**src/rtl/fifo_defines_pkg.sv**
```systemverilog
// Shared definitions for the function-generator datapath and its controller.
package fifo_defines_pkg;

  // Width of the signed amplitude word handed to funct_generator.
  localparam int INT_BITS = 12;

  // Controller defaults: burst/sample counter width and config strobe length.
  localparam int BURST_W_DEF     = 16;
  localparam int CONF_CYCLES_DEF = 2;

  // Controller sequencing states.
  typedef enum logic [2:0] {
    IDLE   = 3'd0,
    CONFIG = 3'd1,
    RUN    = 3'd2,
    PAUSE  = 3'd3,
    DONE   = 3'd4
  } ctrl_state_t;

endpackage

```
**src/rtl/funct_gen_ctrl_burst_counter.sv**
```systemverilog
// Sample counter for one burst: clearable, saturating, with a length-hit flag
// that fires on the strobe that brings the count up to a non-zero length.
module burst_counter
  import fifo_defines_pkg::*;
#(
  parameter int BURST_W = BURST_W_DEF
) (
  input  logic               clk,
  input  logic               rst,
  input  logic               clear_i,
  input  logic               inc_i,
  input  logic [BURST_W-1:0] len_i,
  output logic [BURST_W-1:0] count_o,
  output logic               hit_o
);

  logic [BURST_W-1:0] count_q;
  logic [BURST_W-1:0] count_d;
  logic [BURST_W:0]   count_plus1;

  // One extra bit so a saturated counter never aliases to a small length.
  assign count_plus1 = {1'b0, count_q} + {{BURST_W{1'b0}}, 1'b1};

  assign hit_o   = (len_i != '0) && inc_i && (count_plus1 == {1'b0, len_i});
  assign count_o = count_q;

  // Next count: clear wins, otherwise increment until all-ones and hold there.
  always_comb begin
    count_d = count_q;
    if (clear_i) begin
      count_d = '0;
    end else if (inc_i && (count_q != '1)) begin
      count_d = count_plus1[BURST_W-1:0];
    end
  end

  // Counter register.
  always_ff @(posedge clk or negedge rst) begin
    if (!rst) begin
      count_q <= '0;
    end else begin
      count_q <= count_d;
    end
  end

endmodule

```
**src/rtl/funct_gen_ctrl.sv**
```systemverilog
// Host-side controller for funct_generator: loads a configuration into the
// generator, then runs, pauses on FIFO full and stops on burst end or abort.
module funct_gen_ctrl
  import fifo_defines_pkg::*;
#(
  parameter int BURST_W     = BURST_W_DEF,
  parameter int CONF_CYCLES = CONF_CYCLES_DEF
) (
  input  logic                       clk,
  input  logic                       rst,
  input  logic                       cfg_valid_i,
  output logic                       cfg_ready_o,
  input  logic signed [INT_BITS-1:0] cfg_amp_i,
  input  logic [1:0]                 cfg_sel_i,
  input  logic [BURST_W-1:0]         cfg_len_i,
  input  logic                       start_i,
  input  logic                       stop_i,
  output logic                       gen_en_low_o,
  output logic                       gen_enh_conf_o,
  output logic signed [INT_BITS-1:0] gen_amp_o,
  output logic [1:0]                 gen_sel_o,
  input  logic                       gen_wr_en_i,
  input  logic                       fifo_full_i,
  output logic                       busy_o,
  output logic                       done_o,
  output logic [BURST_W-1:0]         sample_cnt_o
);

  localparam int CONF_W = (CONF_CYCLES > 1) ? $clog2(CONF_CYCLES) : 1;
  localparam logic [CONF_W-1:0] CONF_LAST = CONF_W'(CONF_CYCLES - 1);

  ctrl_state_t state_q;
  ctrl_state_t state_d;

  logic [CONF_W-1:0]          conf_cnt_q;
  logic                       cfg_loaded_q;
  logic signed [INT_BITS-1:0] amp_q;
  logic [1:0]                 sel_q;
  logic [BURST_W-1:0]         len_q;

  logic ready_q;
  logic en_low_q;
  logic enh_conf_q;
  logic busy_q;
  logic done_q;

  logic cfg_accept;
  logic run_start;
  logic conf_last;
  logic cnt_inc;
  logic len_hit;

  // A config takes precedence over start in IDLE; start needs a loaded config.
  assign cfg_accept = (state_q == IDLE) && cfg_valid_i;
  assign run_start  = (state_q == IDLE) && !cfg_valid_i && start_i && cfg_loaded_q;
  assign conf_last  = (state_q == CONFIG) && (conf_cnt_q == CONF_LAST);
  // Writes already in flight when we pause still land in the FIFO, so count them.
  assign cnt_inc    = gen_wr_en_i && ((state_q == RUN) || (state_q == PAUSE));

  burst_counter #(
    .BURST_W (BURST_W)
  ) u_burst_counter (
    .clk     (clk),
    .rst     (rst),
    .clear_i (run_start),
    .inc_i   (cnt_inc),
    .len_i   (len_q),
    .count_o (sample_cnt_o),
    .hit_o   (len_hit)
  );

  // Next-state selection; in RUN an abort beats burst end, which beats backpressure.
  always_comb begin
    state_d = state_q;
    unique case (state_q)
      IDLE: begin
        if (cfg_valid_i)    state_d = CONFIG;
        else if (run_start) state_d = RUN;
      end
      CONFIG: begin
        if (conf_last) state_d = IDLE;
      end
      RUN: begin
        if (stop_i)           state_d = DONE;
        else if (len_hit)     state_d = DONE;
        else if (fifo_full_i) state_d = PAUSE;
      end
      PAUSE: begin
        if (stop_i)            state_d = DONE;
        else if (!fifo_full_i) state_d = RUN;
      end
      DONE: begin
        state_d = IDLE;
      end
      default: begin
        state_d = IDLE;
      end
    endcase
  end

  // State register with outputs registered from the next state, so each output is a clean Moore decode.
  always_ff @(posedge clk or negedge rst) begin
    if (!rst) begin
      state_q    <= IDLE;
      ready_q    <= 1'b1;
      en_low_q   <= 1'b1;
      enh_conf_q <= 1'b0;
      busy_q     <= 1'b0;
      done_q     <= 1'b0;
    end else begin
      state_q    <= state_d;
      ready_q    <= (state_d == IDLE);
      en_low_q   <= (state_d != RUN);
      enh_conf_q <= (state_d == CONFIG);
      busy_q     <= (state_d != IDLE);
      done_q     <= (state_d == DONE);
    end
  end

  // Configuration shadows, config-strobe counter and the loaded flag.
  always_ff @(posedge clk or negedge rst) begin
    if (!rst) begin
      amp_q        <= '0;
      sel_q        <= '0;
      len_q        <= '0;
      conf_cnt_q   <= '0;
      cfg_loaded_q <= 1'b0;
    end else begin
      if (cfg_accept) begin
        amp_q      <= cfg_amp_i;
        sel_q      <= cfg_sel_i;
        len_q      <= cfg_len_i;
        conf_cnt_q <= '0;
      end else if (state_q == CONFIG) begin
        conf_cnt_q <= conf_cnt_q + 1'b1;
      end
      if (conf_last) begin
        cfg_loaded_q <= 1'b1;
      end
    end
  end

  assign cfg_ready_o    = ready_q;
  assign gen_en_low_o   = en_low_q;
  assign gen_enh_conf_o = enh_conf_q;
  assign gen_amp_o      = amp_q;
  assign gen_sel_o      = sel_q;
  assign busy_o         = busy_q;
  assign done_o         = done_q;

endmodule

```
**config.mk**
```make
export PLATFORM = sky130hd
export DESIGN_NAME = funct_gen_ctrl
export DESIGN_NICKNAME = d
export VERILOG_FILES = /design/src/rtl/fifo_defines_pkg.sv /design/src/rtl/funct_gen_ctrl_burst_counter.sv /design/src/rtl/funct_gen_ctrl.sv
export SDC_FILE = /design/constraint.sdc
export NUM_CORES = 1
export LEC_CHECK = 0
export CAP_MARGIN = 10
export CORE_ASPECT_RATIO = 2
export CORE_UTILIZATION = 50
export DETAILED_ROUTE_END_ITERATION = 16
export PLACE_DENSITY = 0.81
export SLEW_MARGIN = 40
export SYNTH_ARGS = -nofsm -noshare
export SYNTH_HDL_FRONTEND = slang
export SYNTH_SLANG_ARGS = --single-unit
```
**constraint.sdc**
```tcl
create_clock -name clk -period 3.2 [get_ports clk]
set_input_delay 0.48 -clock clk [delete_from_list [all_inputs] [get_ports clk]]
set_output_delay 0.48 -clock clk [all_outputs]
set_load 0.01 [all_outputs]
```
==> results of run 1 <==
[cell type report]
type / instances / area [µm²] / share of cell area [%]
inverter: 11 / 41.3 / 1.07
sequential: 56 / 1400 / 36.5
multi-input combinational: 196 / 1430 / 37.1
clock buffer: 8 / 156 / 4.07
timing repair buffer: 75 / 738 / 19.2
tap: 61 / 76.3 / 1.99
[logic make-up after synthesis]
group                    synth area share, %
XOR/XNOR                                5.66
flip-flops                              47.8
AO/OA/AOI/OAI                           14.6
buffers and inverters                   3.92
AND/OR/NAND/NOR                         16.2
multiplexers                            11.5
adder cells (fa/ha/maj)                0.426
[metal layers]
metal	vias to the layer above	GRT usage (%)	routed length, µm
li1	1142	-	-
met1	1182	29.9	2780
met5	-	0	0
met2	73	44.0	3900
met4	0	15.3	379
met3	25	3.28	246
[power groups by stage]
stage / clock network [µW] / logic, µW / registers (µW)
after CTS: 587 / 1240 / 1260
after global placement: 0 / 1210 / 1260
after floorplan: 0 / 708 / 1240
after detailed placement: 0 / 1230 / 1270
final: 574 / 1230 / 1260
after global routing: 613 / 1330 / 1300
[Yosys cell counts (2+ instances only)]
library cell | n | area (µm²)
a211oi_1 | 2 | 15.0
a21o_1 | 2 | 15.0
a21oi_1 | 3 | 15.0
a31oi_1 | 3 | 18.8
and3_1 | 4 | 25.0
and4_1 | 2 | 17.5
buf_2 | 5 | 25.0
buf_4 | 2 | 15.0
clkbuf_1 | 9 | 33.8
dfrtp_1 | 54 | 1350
dfstp_2 | 2 | 52.6
inv_1 | 11 | 41.3
mux2_2 | 29 | 327
nand2_1 | 27 | 101
nand2b_1 | 6 | 37.5
nand3_1 | 8 | 40.0
nand4_1 | 4 | 25.0
nand4_2 | 2 | 25.0
nor2_1 | 8 | 30.0
nor3_1 | 4 | 20.0
nor4_1 | 7 | 43.8
o21ai_0 | 31 | 155
o221ai_1 | 2 | 17.5
o31ai_1 | 7 | 52.6
xnor2_1 | 10 | 87.6
xor2_1 | 9 | 78.8
[how the worst max path moves through the flow]
stage	endpoint	cells after the start	slack, ns
floorplan	state_q[0]	8	0.69
global placement	state_q[0]	8	0.48
detailed placement	state_q[0]	8	0.38
CTS	state_q[0]	8	0.37
global route	state_q[0]	8	0.19
finish	state_q[0]	8	0.37
[stage by stage]
step,util [%],hold WS (ns)
floorplan,-,0.184
global placement,64.5,0.458
detailed placement,64.6,0.476
CTS,67.3,0.222
global route,67.3,0.257
finish,67.3,0.193
[flip-flops by register name, summed over array words and instances (netlist names)]
name                     cells
u_burst_counter.count_o     16
cfg_ready_o                  1
gen_en_low_o                 1
cfg_loaded_q                 1
gen_enh_conf_o               1
done_o                       1
gen_sel_o                    2
conf_cnt_q                   1
state_q                      3
gen_amp_o                   12
busy_o                       1
len_q                       16
[critical path: stages, from the launching register on]
cell	delay, ns
dfrtp_1	0.51
ha_1	0.34
nand3_1	0.25
nor4_1	0.56
xnor2_1	0.18
o221ai_1	0.13
a211oi_1	0.30
nand4_2	0.19
a31o_1	0.25
==> run_results.csv, run 1 <==
group,metric,value,unit
outcome,status,"complete, no violations",
synthesis,synthDistinctLibCells,52,
critical_path,cp_max_fo,8,
sta,rsz0062_at_grt,"false",
critical_path,cp-end-kind,"flip-flop",
clocking,cts_hold_buf,0,
sta,timing.fmax,353,MHz
power_and_ir_drop,ir_drop,0.651,mV
sta,setup_violations,0,
critical_path,critPathLaunchType,"flip-flop",
finish,layout_commonest_cell,"clkdlybuf4s50_1",
sta,fin_setup_tns,0,ns
global_route,grt_pass1_vias,2508,
synthesis,syn-num-nets,317,
clocking,post_cts_buffers,0,
sta,fin_skew,0.00393,ns
sta,layout_setup_ws,0.370,ns
floorplanning,die_height,110,µm
synthesis,synth_ff_type,"dfrtp_1",
power_and_ir_drop,internal_power,2000,µW
clocking,cts_buffers,5,
drt,drtPass1Iterations,4,
placed_design,place.gp.congestion,0.900,
synthesis,ys_warn_count,0,
synthesis,synthCells,279,
placed_design,dp_slack,0.382,ns
drt,ant_nets,0,
critical_path,reg2reg_slack,0.37,ns
critical_path,reg2reg_depth,8,
finish,nFillCells,458,
clocking,cts.htree.levels,2,
drt,routed_wirelength,7.31,mm
sta,hold_viol_final,0,
clocking,clock_path_buffers,2,
power_and_ir_drop,p_comb_share,40.2,%
finish,nets,383,
critical_path,arrival,3.01,ns
sta,min_period,2.83,ns
power_and_ir_drop,clockPowerShare,18.8,%
global_route,grt_pass1_wl,12.3,mm
global_route,antenna_found_initial,0,
drt,routedWlPerCell,18.0,µm
clocking,cts_tree,"done",
clocking,clk_latency,0.29,ns
critical_path,regToRegEndpoint,"state_q[0]",
placed_design,place_inst,399,
finish,fin_cells,407,
critical_path,reg2reg_from,"u_burst_counter.count_o[0]",
drt,first_iter_violations,124,
floorplanning,die-area,6210,µm²
finish,antennaDiodeCount,0,
sta,slew_headroom,56.9,%
power_and_ir_drop,seq_power_share,41.1,%
synthesis,synth_edf_count,0,
floorplanning,num_io_pins,72,
critical_path,critPathKind,"reg -> reg",
job,drv_cap,0,
finish,layout-drive-gt1-share,15.3,%
finish,synthToLayoutAreaGrowth,30.7,%
clocking,clkSinkCount,56,
synthesis,synth_area,2940,µm²
placed_design,port_buffers,71,
power_and_ir_drop,swShare,34.6,%
clocking,cts.clk_slew.worst_paths,0.07,ns
placed_design,postPlaceCellArea,3690,µm²
power_and_ir_drop,powerDensity,796,nW/µm²
synthesis,seq_area_frac_synth,47.8,%
power_and_ir_drop,p_leak,0.00158,µW
synthesis,synth.avg_cell_area,10.5,µm²
global_route,grt_usage,25.7,%
synthesis,async_flop_share,100,%
floorplanning,die_w,56.2,µm
drt,dr_total_vias,2422,
power_and_ir_drop,switchingPower,1060,µW
finish,fin_area,3840,µm²
placed_design,dp_hpwl,5.52,mm
critical_path,cp-startpoint,"u_burst_counter.count_o[0]",
drt,drc,0,
clocking,cts-root-buf,"clkbuf_16",
global_route,grt_max_degree,49,
floorplanning,start_util,51.5,%
finish,layout_common_cells,"clkdlybuf4s50_1, dfrtp_1, o21ai_0",
critical_path,critPathRequiredTime,3.38,ns
drt,vias_per_cell,5.95,
sta,period_share,88.4,%
sta,tightest_slew,0.641,ns
floorplanning,rows,39,
sta,maxSlewViolCount,0,
floorplanning,coreArea,5710,µm²
synthesis,ys_ff_latch,56,
power_and_ir_drop,finalPower,3060,µW
global_route,overflow,0,
min_path,hp-class,"in -> async",
clocking,cts_resized,0,
Note: power is estimated with default switching activity, not from simulation.
==> inputs of run 2 (changes only) <==
--- a/config.mk
+++ b/config.mk
@@ -5,7 +5,6 @@
 export SDC_FILE = /design/constraint.sdc
 export NUM_CORES = 1
 export LEC_CHECK = 0
-export CAP_MARGIN = 10
 export CORE_ASPECT_RATIO = 2
 export CORE_UTILIZATION = 50
 export DETAILED_ROUTE_END_ITERATION = 16
==> results of run 2 <==
Final layout, timing and power as in run 1 (identical DEF).
